### src/rtl/conv_encoder_byte.sv
// conv_encoder_byte
//   Rate-1/2 convolutional encoder working on a byte stream. Input bytes
//   carry 1..8 data bits (LSB first); each encoded bit yields a 2-bit symbol,
//   and four symbols are packed per output byte (symbol k at bits [2k+1:2k]).
//   A frame optionally ends with M zero tail bits. Emission is capped at
//   MAX_FRAME symbols per frame; excess bits are consumed silently and
//   raise the sticky overflow flag.
//
// Handshakes (both sides): a byte transfers on a rising clk edge where
//   valid && ready are both high. The producer holds data stable while valid
//   is high and ready is low; ready may depend on state but never on valid.
//
// Ports
//   clk, rst        clock, synchronous active-high reset
//   in_valid/in_ready, in_data, in_nbits, in_last, tail_en : input byte stream
//   out_valid/out_ready, out_data, out_nsym, out_last      : symbol byte stream
//   busy            high whenever not IDLE
//   overflow        sticky: frame exceeded MAX_FRAME symbols
//   frame_done      one-cycle pulse after the final byte is consumed
//   dbg_state       current FSM state encoding
module conv_encoder_byte #(
  parameter int             K         = 7,
  parameter logic [K-1:0]   G0        = 7'b1111001,
  parameter logic [K-1:0]   G1        = 7'b1011011,
  parameter int             MAX_FRAME = 32
) (
  input  logic       clk,
  input  logic       rst,
  input  logic       in_valid,
  input  logic [7:0] in_data,
  input  logic [3:0] in_nbits,
  input  logic       in_last,
  input  logic       tail_en,
  output logic       in_ready,
  output logic       out_valid,
  output logic [7:0] out_data,
  output logic [2:0] out_nsym,
  output logic       out_last,
  input  logic       out_ready,
  output logic       busy,
  output logic       overflow,
  output logic       frame_done,
  output logic [2:0] dbg_state
);

  localparam int M  = K - 1;
  localparam int CW = $clog2(MAX_FRAME + 1);
  localparam int TW = $clog2(K);
  localparam logic [CW-1:0] CNT_CAP  = CW'(MAX_FRAME);
  localparam logic [CW-1:0] CNT_LAST = CW'(MAX_FRAME - 1);
  localparam logic [TW-1:0] TAIL_END = TW'(M - 1);

  typedef enum logic [2:0] {
    S_IDLE   = 3'd0,
    S_ENCODE = 3'd1,
    S_TAIL   = 3'd2,
    S_FLUSH  = 3'd3,
    S_DONE   = 3'd4
  } state_t;

  state_t r_state, w_next;

  logic [M-1:0]  r_sr;
  logic [7:0]    r_data;
  logic [3:0]    r_bits_left;
  logic          r_last;
  logic          r_tail_en;
  logic [TW-1:0] r_tail_cnt;
  logic [CW-1:0] r_sym_cnt;
  logic [1:0]    r_slot;
  logic [7:0]    r_asm;
  logic          r_out_valid;
  logic [7:0]    r_out_data;
  logic [2:0]    r_out_nsym;
  logic          r_out_last;
  logic          r_overflow;
  logic          r_frame_done;

  logic          w_accept;
  logic          w_bit_avail;
  logic          w_b;
  logic [K-1:0]  w_v;
  logic [1:0]    w_sym;
  logic          w_capped;
  logic          w_out_free;
  logic          w_full_load;
  logic          w_step;
  logic          w_flush_load;
  logic          w_final;

  // Bit/symbol datapath decode
  always_comb begin
    in_ready     = (r_state == S_IDLE) ||
                   (r_state == S_ENCODE && r_bits_left == 4'd0 && !r_last);
    w_accept     = in_valid && in_ready;
    w_bit_avail  = (r_state == S_ENCODE && r_bits_left != 4'd0) || (r_state == S_TAIL);
    w_b          = (r_state == S_TAIL) ? 1'b0 : r_data[0];
    w_v          = {r_sr, w_b};
    w_sym        = {^(w_v & G0), ^(w_v & G1)};
    w_capped     = (r_sym_cnt == CNT_CAP);
    // The output register can take a new byte if empty or being drained now.
    w_out_free   = !r_out_valid || out_ready;
    w_full_load  = w_bit_avail && !w_capped && (r_slot == 2'd3);
    // A bit completing a byte stalls until the output register can take it.
    w_step       = w_bit_avail && (!w_full_load || w_out_free);
    w_flush_load = (r_state == S_FLUSH) && (r_slot != 2'd0) && w_out_free;
    // This symbol is the frame's last emitted one: end of data without tail,
    // end of tail, or the symbol that reaches the cap.
    w_final      = (r_state == S_ENCODE && r_bits_left == 4'd1 && r_last && !r_tail_en) ||
                   (r_state == S_TAIL && r_tail_cnt == TAIL_END) ||
                   (r_sym_cnt == CNT_LAST);
  end

  // FSM next state
  always_comb begin
    w_next = r_state;
    case (r_state)
      S_IDLE:   if (w_accept) w_next = S_ENCODE;
      S_ENCODE: if (w_step && r_bits_left == 4'd1 && r_last)
                  w_next = r_tail_en ? S_TAIL : S_FLUSH;
      S_TAIL:   if (w_step && r_tail_cnt == TAIL_END) w_next = S_FLUSH;
      S_FLUSH:  if (r_slot == 2'd0 || w_out_free) w_next = S_DONE;
      S_DONE:   if (w_out_free) w_next = S_IDLE;
      default:  w_next = S_IDLE;
    endcase
  end

  always_ff @(posedge clk) begin
    if (rst) r_state <= S_IDLE;
    else     r_state <= w_next;
  end

  always_ff @(posedge clk) begin
    if (rst) begin
      r_sr         <= '0;
      r_data       <= '0;
      r_bits_left  <= '0;
      r_last       <= 1'b0;
      r_tail_en    <= 1'b0;
      r_tail_cnt   <= '0;
      r_sym_cnt    <= '0;
      r_slot       <= '0;
      r_asm        <= '0;
      r_out_valid  <= 1'b0;
      r_out_data   <= '0;
      r_out_nsym   <= '0;
      r_out_last   <= 1'b0;
      r_overflow   <= 1'b0;
      r_frame_done <= 1'b0;
    end else begin
      // DONE leaves once the out_last byte has gone (or is going) out.
      r_frame_done <= (r_state == S_DONE) && w_out_free;

      if (r_out_valid && out_ready) r_out_valid <= 1'b0;

      if (w_accept) begin
        r_data      <= in_data;
        // 0 (and any out-of-range count) means a full byte.
        r_bits_left <= (in_nbits == 4'd0 || in_nbits > 4'd8) ? 4'd8 : in_nbits;
        r_last      <= in_last;
        if (r_state == S_IDLE) begin
          r_tail_en  <= tail_en;
          r_overflow <= 1'b0;
          r_sr       <= '0;
          r_sym_cnt  <= '0;
          r_slot     <= '0;
          r_asm      <= '0;
          r_tail_cnt <= '0;
        end
      end

      if (w_step) begin
        r_sr <= {r_sr[M-2:0], w_b};
        if (r_state == S_ENCODE) begin
          r_data      <= {1'b0, r_data[7:1]};
          r_bits_left <= r_bits_left - 4'd1;
        end else begin
          r_tail_cnt  <= r_tail_cnt + TW'(1);
        end
        if (w_capped) begin
          r_overflow <= 1'b1;
        end else begin
          r_sym_cnt <= r_sym_cnt + CW'(1);
          if (r_slot == 2'd3) begin
            r_out_data  <= {w_sym, r_asm[5:0]};
            r_out_nsym  <= 3'd4;
            r_out_last  <= w_final;
            r_out_valid <= 1'b1;
            r_slot      <= 2'd0;
            r_asm       <= '0;
          end else begin
            r_asm[{r_slot, 1'b0} +: 2] <= w_sym;
            r_slot <= r_slot + 2'd1;
          end
        end
      end

      // Unused high slots of r_asm are already zero, giving the padding.
      if (w_flush_load) begin
        r_out_data  <= r_asm;
        r_out_nsym  <= {1'b0, r_slot};
        r_out_last  <= 1'b1;
        r_out_valid <= 1'b1;
        r_slot      <= 2'd0;
        r_asm       <= '0;
      end
    end
  end

  assign out_valid  = r_out_valid;
  assign out_data   = r_out_data;
  assign out_nsym   = r_out_nsym;
  assign out_last   = r_out_last;
  assign busy       = (r_state != S_IDLE);
  assign overflow   = r_overflow;
  assign frame_done = r_frame_done;
  assign dbg_state  = r_state;

endmodule
### config.mk
export PLATFORM = sky130hd
export DESIGN_NAME = conv_encoder_byte
export DESIGN_NICKNAME = d
export VERILOG_FILES = /design/src/rtl/conv_encoder_byte.sv
export SDC_FILE = /design/constraint.sdc
export NUM_CORES = 1
export LEC_CHECK = 0
export ABC_AREA = 1
export BUFFER_PORTS_ARGS = -buffer_cell sky130_fd_sc_hd__buf_2
export CAP_MARGIN = 30
export CORE_MARGIN = 1
export CORE_UTILIZATION = 30
export CTS_CLUSTER_SIZE = 20
export DETAILED_ROUTE_END_ITERATION = 12
export PLACE_DENSITY = 0.52
export SETUP_SLACK_MARGIN = 0.02
export SKIP_LAST_GASP = 1
export SLEW_MARGIN = 25
export SYNTH_ARGS = -nofsm -noshare
export SYNTH_HDL_FRONTEND = slang
export SYNTH_SLANG_ARGS = --single-unit
### constraint.sdc
create_clock -name clk -period 1.6 [get_ports clk]
set_input_delay 0.16 -clock clk [delete_from_list [all_inputs] [get_ports clk]]
set_output_delay 0.16 -clock clk [all_outputs]
set_load 0.01 [all_outputs]
# Word level (Yosys, flattened, before mapping)
# Cells that the tools add are included.
[classes]
shift = 2
n_reduce_logical = 50
n_addsub = 5
mul = 0
n_div = 0
muxes = 59
n_bitwise = 1
magnitude_cmp = 1
n_eq_ne = 15
[op_table]
columns = ["cell", "n"]
rows = [
  ["$mux W8", 13],
  ["$mux W6", 7],
  ["$mux W3", 9],
  ["$logic_and A1 B1 Y1", 18],
  ["$mux W2", 9],
  ["$mux W4", 4],
  ["$mux W1", 15],
  ["$pmux W3 S5", 1],
  ["$reduce_xor A7 Y1", 2],
  ["$reduce_bool A2 Y1", 5],
  ["$bwmux W8", 1],
  ["$logic_not A4 Y1", 2],
  ["$logic_or A1 B1 Y1", 8],
  ["$ne A2 B1 Y1 const B", 4],
  ["$shift A2 B5 Y8 const A", 1],
  ["$shiftx A2 B5 Y8", 1],
  ["$add A6 B1 Y6 const B", 1],
  ["$eq A3 B2 Y1 const B", 2],
  ["$eq A3 B3 Y1 const B", 2],
  ["$eq A6 B5 Y1 const B", 1],
  ["$eq A6 B6 Y1 const B", 1],
  ["$reduce_and A3 Y1", 2],
  ["$logic_not A1 Y1", 5],
  ["$neg A3 Y5", 1],
  ["16 further kinds", 18],
]
[totals]
mem_bits_ro = 0
n_memories = 0
latch_bits = 0
wordCells = 150
inputBits = 18
register_bits = 57
out_inout_bits = 20
ramBits = 0

# Depth between registers and ports, before layout
# Gate-level depths: netlist (run 1).
[logic_depth]
ltp_word = 12
mapped_depth = 13
ltp_nobuf = 12

# Least setup slack after synthesis (run 1)
# OpenSTA, ideal clock, no wires.
[synth_timing]
path_type = "register -> register"
from = "register r_bits_left[0]"
to = "register r_data[2]"
n_path_buf = 1
arrival_ns = 1.613
slack_ns = -0.126
required_ns = 1.487
stages_incl_launch_ff = 11
setup_time_ns = 0.113
period_less_slack_ns = 1.726
cell_sequence = "dfxtp_1 -> inv_1 -> ha_1 -> nand3_1 -> o31ai_2 -> nand2_2 -> buf_2 -> nand2_1 -> nand2_1 -> nand2_1 -> nand2_1"
[synth_via]
word_cells_on_any_way = 16
classes_between = "mux (3); reduce/logical (13)"
[synth_lines]
columns = ["element", "line", "source"]
rows = [
  ["start, declared", "65", "logic [3:0] r_bits_left;"],
  ["start signal, assigned", "159", "r_bits_left <= (in_nbits == 4'd0 || in_nbits > 4'd8) ? 4'd8 : in_nbits;"],
  ["start signal, assigned", "176", "r_bits_left <= r_bits_left - 4'd1;"],
  ["$logic_not A4 Y1 *", "94", "(r_state == S_ENCODE && r_bits_left == 4'd0 && !r_last);"],
  ["$logic_and A1 B1 Y1 * (2 in series)", "94", ""],
  ["$logic_or A1 B1 Y1 *", "93", "in_ready = (r_state == S_IDLE) ||"],
  ["named net in_ready", "34", "output logic in_ready,"],
  ["$logic_and A1 B1 Y1 *", "95", "w_accept = in_valid && in_ready;"],
  ["$mux W8 *", "156", "if (w_accept) begin"],
  ["$mux W8", "174", "if (r_state == S_ENCODE) begin"],
  ["$mux W8 *", "172", "if (w_step) begin"],
  ["end signal, assigned", "157", "r_data <= in_data;"],
  ["end signal, assigned", "175", "r_data <= {1'b0, r_data[7:1]};"],
  ["end, declared", "64", "logic [7:0] r_data;"],
]
# The timed path passes the listed nets; every way through them passes the cells marked *.
# A chain may end at the register's enable or synchronous reset.

# Worst setup path in the final report (run 1)
[layout_timing]
from = "register r_bits_left[0]"
to = "output port in_ready"
[layout_via]
elab_chain_len = 4
[layout_lines]
columns = ["element", "line"]
rows = [
  ["$logic_not A4 Y1", "94"],
  ["$logic_and A1 B1 Y1 (2 in series)", "94"],
  ["$logic_or A1 B1 Y1", "93"],
  ["end, declared", "34"],
]
# Every way passes these cells.

==> impl_metrics.json, run 1 <==
{
  "maxSlewHeadroom_pct": 79.3,
  "wl_per_cell_microns": 12.1,
  "route.detailed.drc": 0,
  "syn_nets": 460,
  "period_minus_slack_ns": 1.60,
  "required_ns": 1.44,
  "report.final.slew_viol_count": 0,
  "dp.final_hpwl_mm": 6.06,
  "nNetsFinal": 562,
  "cp.arrival_ns": 1.44,
  "worstSetupPathType": "flip-flop to output pin",
  "routed_wl_mm": 8.06,
  "fill_cells": 972,
  "cts.htree.levels": 3,
  "core_sq_mm": 0.00942,
  "fin_skew_ns": 0.00873,
  "met3_usage_pct": 4.35,
  "cts_tree": "built",
  "setup_viol_count_final": 1,
  "power-per-cell-area_mw_per_mm2": 1550,
  "ios": 38,
  "port_buffers": 37,
  "routabilityCongestion": 0.814,
  "timing.rr.end": "r_data[2]$_SDFF_PP0_",
  "multi_input_area_sq_mm": 0.00177,
  "cts_buffers": 9,
  "r2r_slack_ns": 0.05,
  "violations": "setup timing",
  "clockRootBuffer": "clkbuf_8",
  "fp.dieH_microns": 101,
  "critPathMaxStageDelay_ns": 0.33,
  "grt_pass1_vias": 2938,
  "status": "finished, violations left",
  "yosys-top-cells-area": "dfxtp_1 (39%), nand2_1 (16%), inv_1 (6.0%)",
  "min_path_cells": 3,
  "fmax_mhz": 624,
  "finalWorstSetupSlack_ns": -0.00316,
  "final_core_util_pct": 44.4,
  "crit_slowest_cell": "dfxtp_2",
  "ff2ff_path_depth": 10,
  "grt_max_degree": 19,
  "start_util_pct": 31.4,
  "ys_seq_elements": 57,
  "drtIter0Drc": 80,
  "crit_chain": "inv_2 > ha_4 > nand3_4 > o31ai_4 > buf_4 > buf_6",
  "cp-start-kind": "flip-flop",
  "cts_hold_buf": 0,
  "dp.cells": 641,
  "synth_cell_types": 38,
  "fin_crit_sh_pct": 100,
  "antenna_cells": 0,
  "vias": 3042,
  "syn2layout_area_growth_pct": 41.4,
  "drv_cap": 0,
  "ant_nets": 0,
  "grt_use_total_pct": 16.8,
  "grt_pass1_wl_mm": 13.4,
  "min-delay-start": "in_data[7]",
  "synth_area_sq_mm": 0.00296,
  "peakVddDrop_mv": 0.588,
  "layout_commonest_cell": "nand2_1",
  "crit_start": "r_bits_left[0]$_SDFF_PP0_",
  "synth-warning-count": 0,
  "ys_seq_area_share_pct": 38.6,
  "avgSynthCellArea_sq_um": 6.86,
  "cp-end-kind": "output pin",
  "most-common-layout-cells": "nand2_1 (119), buf_4 (57), dfxtp_1 (48)",
  "worst_pin_slew_ns": 0.308,
  "drtPass1Iterations": 4,
  "syn_inst": 431,
  "total_power_mw": 6.47,
  "dieArea_sq_mm": 0.0103,
  "min_to": "r_data[7]$_SDFF_PP0_",
  "synth_top_area_cell": "dfxtp_1",
  "rows": 35,
  "final-instance-count-excl-fill": 667,
  "clk_pin_slew_ns": 0.07,
  "fin_hold_ws_ns": 0.0501,
  "antenna_found_initial": 0,
  "grtUsageMet2_pct": 28.0,
  "drt-vias-per-instance": 4.56,
  "hold_path.class": "input pin to flip-flop",
  "clock_path_buffers": 2,
  "register_area_sq_mm": 0.00115,
  "p_leak_nw": 1.93,
  "yosysTopAreaCellShare_pct": 38.6,
  "rsz0062_at_grt": "true",
  "cts_num_sinks": 57,
  "clk_latency_ns": 0.35,
  "die_x_microns": 101,
  "drive_above_1_share_pct": 34.0,
  "gr-total-overflow": 0,
  "hold_viol_final": 0,
  "gr-usage-met1_pct": 21.0,
  "busiest_layer": "met2",
  "critPathMaxFanout": 2,
  "rr_startpoint": "r_bits_left[0]$_SDFF_PP0_"
}
==> sequential cells by signal (all words and copies together), names as in the netlist <==
signal	count
out_nsym	3
r_sr	6
frame_done	1
dbg_state	3
out_last	1
out_data	8
r_slot	2
r_bits_left	4
out_valid	1
r_sym_cnt	6
r_asm	8
r_last	1
r_data	8
overflow	1
r_tail_cnt	3
r_tail_en	1
==> cell type report <==
cell class / count / share of cell area, %
clock inverter: 6 / 1.59
tap: 129 / 3.86
inverter: 53 / 4.94
multi-input combinational: 313 / 42.4
timing repair buffer: 99 / 16.4
clock buffer: 10 / 3.29
sequential: 57 / 27.6
==> Yosys cell counts <==
library cell / number
inv_4: 1
inv_2: 4
inv_1: 47
o21ai_1: 12
nor2_1: 41
o22ai_1: 1
nand4_1: 5
o31ai_2: 1
buf_8: 1
nor4_1: 1
o21bai_1: 1
nor2_2: 1
buf_2: 1
nor2_4: 2
xnor2_1: 1
buf_4: 1
buf_1: 1
nor2_8: 1
nand3_1: 33
clkbuf_1: 4
nand2_1: 126
a211oi_1: 2
or2_1: 1
o2111ai_1: 1
ha_1: 11
a21oi_2: 1
nand2_4: 4
xor2_1: 2
a21oi_1: 35
nand3b_1: 1
clkinv_1: 1
o21ai_0: 17
nor3_1: 4
nand2_2: 3
a31oi_1: 2
dfxtp_1: 57
nand3_2: 2
nand3_4: 1
==> what timing repair did <==
item,4_1_cts,5_1_grt
pin swaps,4,10
gates cloned,0,1
endpoints found under the setup margin,39,43
resized for setup,13,49
endpoints found under the hold margin,0,0
setup buffers,2,7
==> stage by stage <==
step,instance area (sq um),setup TNS (ns),setup slack (ns)
detailed placement,3710,-2.91,-0.227
global route,4180,-0.994,-0.104
finish,4180,-0.00316,-0.00316
CTS,3970,-0.0243,-0.0243
global placement,3710,-2.97,-0.218
floorplan,3020,0,0.0286
==> metal layers <==
metal,share of wire (%),vias to the layer above
li1,-,1594
met1,49,1391
met2,46,47
met3,2.8,10
met4,1.6,0
met5,0,-
==> worst max-delay path, delay by kind of cell (launching register included) <==
kind / cells / cell delay, ns
buf+inv: 3 / 0.32
compound gates: 1 / 0.22
simple gates: 1 / 0.10
flops: 1 / 0.33
fa+ha+maj: 1 / 0.14
==> power by group <==
group	switching, mW	internal [mW]
combinational	1.80	1.42
clock	0.636	0.763
sequential	0.183	1.66
total	2.62	3.85
==> cell families (layout without fill, tap and decap cells) <==
kind of cell / after synthesis / in the layout / share of synthesized area (%)
and+or+nand+nor: 226 / 226 / 34.3
adders and majority gates: 11 / 11 / 4.65
AOI/OAI and AO/OA: 73 / 73 / 13.2
DFF: 57 / 57 / 38.6
buffers and inverters: 61 / 168 / 8.38
xor gates and xnor gates: 3 / 3 / 0.888
==> how the worst max path moves through the flow <==
| stage | end | depth (start not counted) |
|---|---|---|
| after floorplan | out_valid$_SDFF_PP0_ | 12 |
| after global placement | r_asm[5]$_SDFF_PP0_ | 10 |
| after detailed placement | r_asm[5]$_SDFF_PP0_ | 10 |
| after CTS | in_ready | 6 |
| after global routing | r_data[3]$_SDFF_PP0_ | 10 |
| final | in_ready | 6 |
(Power assumes the default switching activity.)
==> run 2, diff against run 1 <==
--- a/config.mk
+++ b/config.mk
@@ -5,7 +5,6 @@
 export SDC_FILE = /design/constraint.sdc
 export NUM_CORES = 1
 export LEC_CHECK = 0
-export ABC_AREA = 1
 export BUFFER_PORTS_ARGS = -buffer_cell sky130_fd_sc_hd__buf_2
 export CAP_MARGIN = 30
 export CORE_MARGIN = 1
==> run 2 against run 1 <==
Compared with the run above: the flow still finishes with violations (setup timing); total power increased by 14%; die area shrank 2.1%; design area grew 12%; critical path depth up 2; non-clock buffer count increased by 25; sequential share of layout area decreased by 2.9 points; clock power grew 4%; register-to-register slack worse by 0.51 ns; utilization increased by 6.0 points; sequential cell count stayed put; sequential power is 3% lower; critical path type is now flip-flop to flip-flop.
==> impl_metrics.json, run 2 <==
{
  "required_ns": 1.83,
  "worstSetupPathType": "flip-flop to flip-flop",
  "dp_slack_ns": -0.408,
  "ys_seq_elements": 57,
  "wl_per_cell_microns": 15.1,
  "violations": "setup timing",
  "clk_pin_slew_ns": 0.07,
  "cts_hold_buf": 0,
  "dieArea_sq_mm": 0.0100,
  "fin_skew_ns": 0.00794,
  "avgSynthCellArea_sq_um": 8.49,
  "place_area_sq_mm": 0.00394,
  "synth_common_cells": "dfxtp_1 (57), nand2_1 (38), a21oi_1 (33)",
  "fp.dieH_microns": 100,
  "drt-vias-per-instance": 5.16,
  "final-instance-count-excl-fill": 590,
  "cp-end-kind": "flip-flop",
  "crit_end": "r_data[2]$_SDFF_PP0_",
  "clock_path_buffers": 2,
  "yosys-top-cells-area": "dfxtp_1 (39%), a21oi_1 (5.7%), nand3_1 (5.2%)",
  "cp.arrival_ns": 2.29,
  "multi_input_area_sq_mm": 0.00207,
  "route.detailed.drc": 0,
  "fin_setup_tns_ns": -16.46,
  "timing.rr.end": "r_data[2]$_SDFF_PP0_",
  "routabilityCongestion": 0.789,
  "rsz0062_at_grt": "true",
  "fin_hold_ws_ns": 0.0521,
  "synth-warning-count": 0,
  "syn2layout_area_growth_pct": 61.8,
  "cts.htree.levels": 3,
  "synth_edf_count": 0,
  "yosysTopAreaCellShare_pct": 39.4,
  "ys_seq_area_share_pct": 39.4,
  "rows": 35,
  "highest_layer": "met4",
  "grt_use_total_pct": 17.8,
  "status": "finished, violations left",
  "combinationalPowerShare_pct": 55.7,
  "syn_inst": 341,
  "nNetsFinal": 486,
  "p_sw_mw": 2.66,
  "antenna_cells": 0,
  "ant_nets": 0,
  "layout_commonest_cell": "buf_4",
  "dr_wl_met3_microns": 341,
  "ff2ff_path_depth": 8,
  "clkPwrFrac_pct": 19.8,
  "final_area_sq_mm": 0.00468,
  "die_x_microns": 100,
  "fill_cells": 910,
  "worst_pin_slew_ns": 0.380,
  "cts_buffers": 9,
  "cts_num_sinks": 57,
  "wl_met2_mm": 4.20,
  "report.final.slew_viol_count": 0,
  "drv_cap": 0,
  "syn_nets": 370,
  "hold_path.class": "input pin to flip-flop",
  "routed_wl_mm": 8.94,
  "dp.cells": 555,
  "grt_pass1_vias": 2794,
  "synth_area_sq_mm": 0.00289,
  "met1_length_mm": 4.25,
  "vias": 3044,
  "finalWorstSetupSlack_ns": -0.465,
  "maxSlewHeadroom_pct": 74.4,
  "fin_crit_sh_pct": 129,
  "total_power_mw": 7.36,
  "drtPass1Iterations": 4,
  "p_leak_nw": 1.88,
  "most-common-layout-cells": "buf_4 (60), dfxtp_1 (48), buf_2 (37)",
  "dp.final_hpwl_mm": 5.78,
  "start_util_pct": 31.2,
  "ios": 38,
  "peakVddDrop_mv": 0.578,
  "clk_latency_ns": 0.34,
  "synthArstFlopShare_pct": 0,
  "cts_tree": "built",
  "critPathMaxFanout": 6,
  "port_buffers": 37,
  "gr-total-overflow": 0,
  "power-per-cell-area_mw_per_mm2": 1570,
  "drtIter0Drc": 124,
  "clockRootBuffer": "clkbuf_8",
  "rr_startpoint": "r_bits_left[1]$_SDFF_PP0_",
  "synth_cell_types": 50,
  "fmax_mhz": 484,
  "hold_viol_final": 0,
  "p_int_mw": 4.70,
  "r2r_slack_ns": -0.46,
  "yosysMostFrequentCell": "dfxtp_1",
  "setup_viol_count_final": 53,
  "grt_pass1_wl_mm": 13.9,
  "core_sq_mm": 0.00928,
  "cp-start-kind": "flip-flop",
  "crit_start": "r_bits_left[1]$_SDFF_PP0_",
  "period_minus_slack_ns": 2.06,
  "power_frac_seq_pct": 24.5,
  "swShare_pct": 36.1,
  "synth_top_area_cell": "dfxtp_1",
  "synthFlopType": "dfxtp_1",
  "drive_above_1_share_pct": 50.8,
  "final_core_util_pct": 50.4,
  "grt_max_degree": 26,
  "antenna_found_initial": 0,
  "register_area_sq_mm": 0.00116
}
-- run 2: power by group through the flow --
stage                     logic (mW)  registers [mW]  clock network [mW]
after floorplan                 1.81            1.84                   0
after global placement          3.02            1.81                   0
after detailed placement        3.04            1.81                   0
after CTS                       3.64            1.79                1.48
after global routing            4.41            1.83                1.56
final                           4.10            1.80                1.46
-- run 2: what timing repair did --
item	in CTS	in global routing
setup endpoints to repair	56	56
setup buffers	11	9
gates resized for setup	30	48
cloned	2	3
pin swaps	23	37
-- run 2: worst max-delay path, cell delays in order (launching register included) --
cell	delay, ns
dfxtp_2	0.33
inv_2	0.07
ha_4	0.13
or4b_4	0.47
a2111oi_4	0.31
buf_6	0.19
buf_12	0.14
mux2i_4	0.23
a211oi_2	0.08
-- run 2: final cells by class --
| type | count | share of cell area, % |
|---|---|---|
| Clock buffer | 9 | 2.65 |
| Clock inverter | 6 | 1.79 |
| Inverter | 11 | 0.882 |
| Multi-Input combinational cell | 254 | 44.3 |
| Sequential cell | 57 | 24.7 |
| Tap cell | 129 | 3.45 |
| Timing Repair Buffer | 124 | 22.2 |
-- run 2: cells by family after synthesis --
kind of cell             after synthesis  share of synthesized area (%)
AND/OR/NAND/NOR                      142                           25.6
AO/OA/AOI/OAI                         83                           19.2
flip-flops                            57                           39.4
buffers and inverters                 31                           4.37
multiplexers                          12                           4.15
adder cells (fa/ha/maj)               11                           4.76
XOR/XNOR                               5                           2.46
-- run 2: how the worst min path moves through the flow --
| stage | from | to | cells after the start |
|---|---|---|---|
| after floorplan | in_nbits[0] | r_bits_left[0]$_SDFF_PP0_ | 2 |
| after global placement | tail_en | r_tail_en$_SDFFE_PP0P_ | 3 |
| after detailed placement | tail_en | r_tail_en$_SDFFE_PP0P_ | 3 |
| after CTS | tail_en | r_tail_en$_SDFFE_PP0P_ | 3 |
| after global routing | tail_en | r_tail_en$_SDFFE_PP0P_ | 3 |
| final | tail_en | r_tail_en$_SDFFE_PP0P_ | 3 |
-- run 2: layer usage --
layer  GRT usage, %  vias to the layer above
li1               -                     1482
met1           24.2                     1499
met2           27.4                       53
met3           4.04                       10
met4           6.80                        0
met5              0                        -
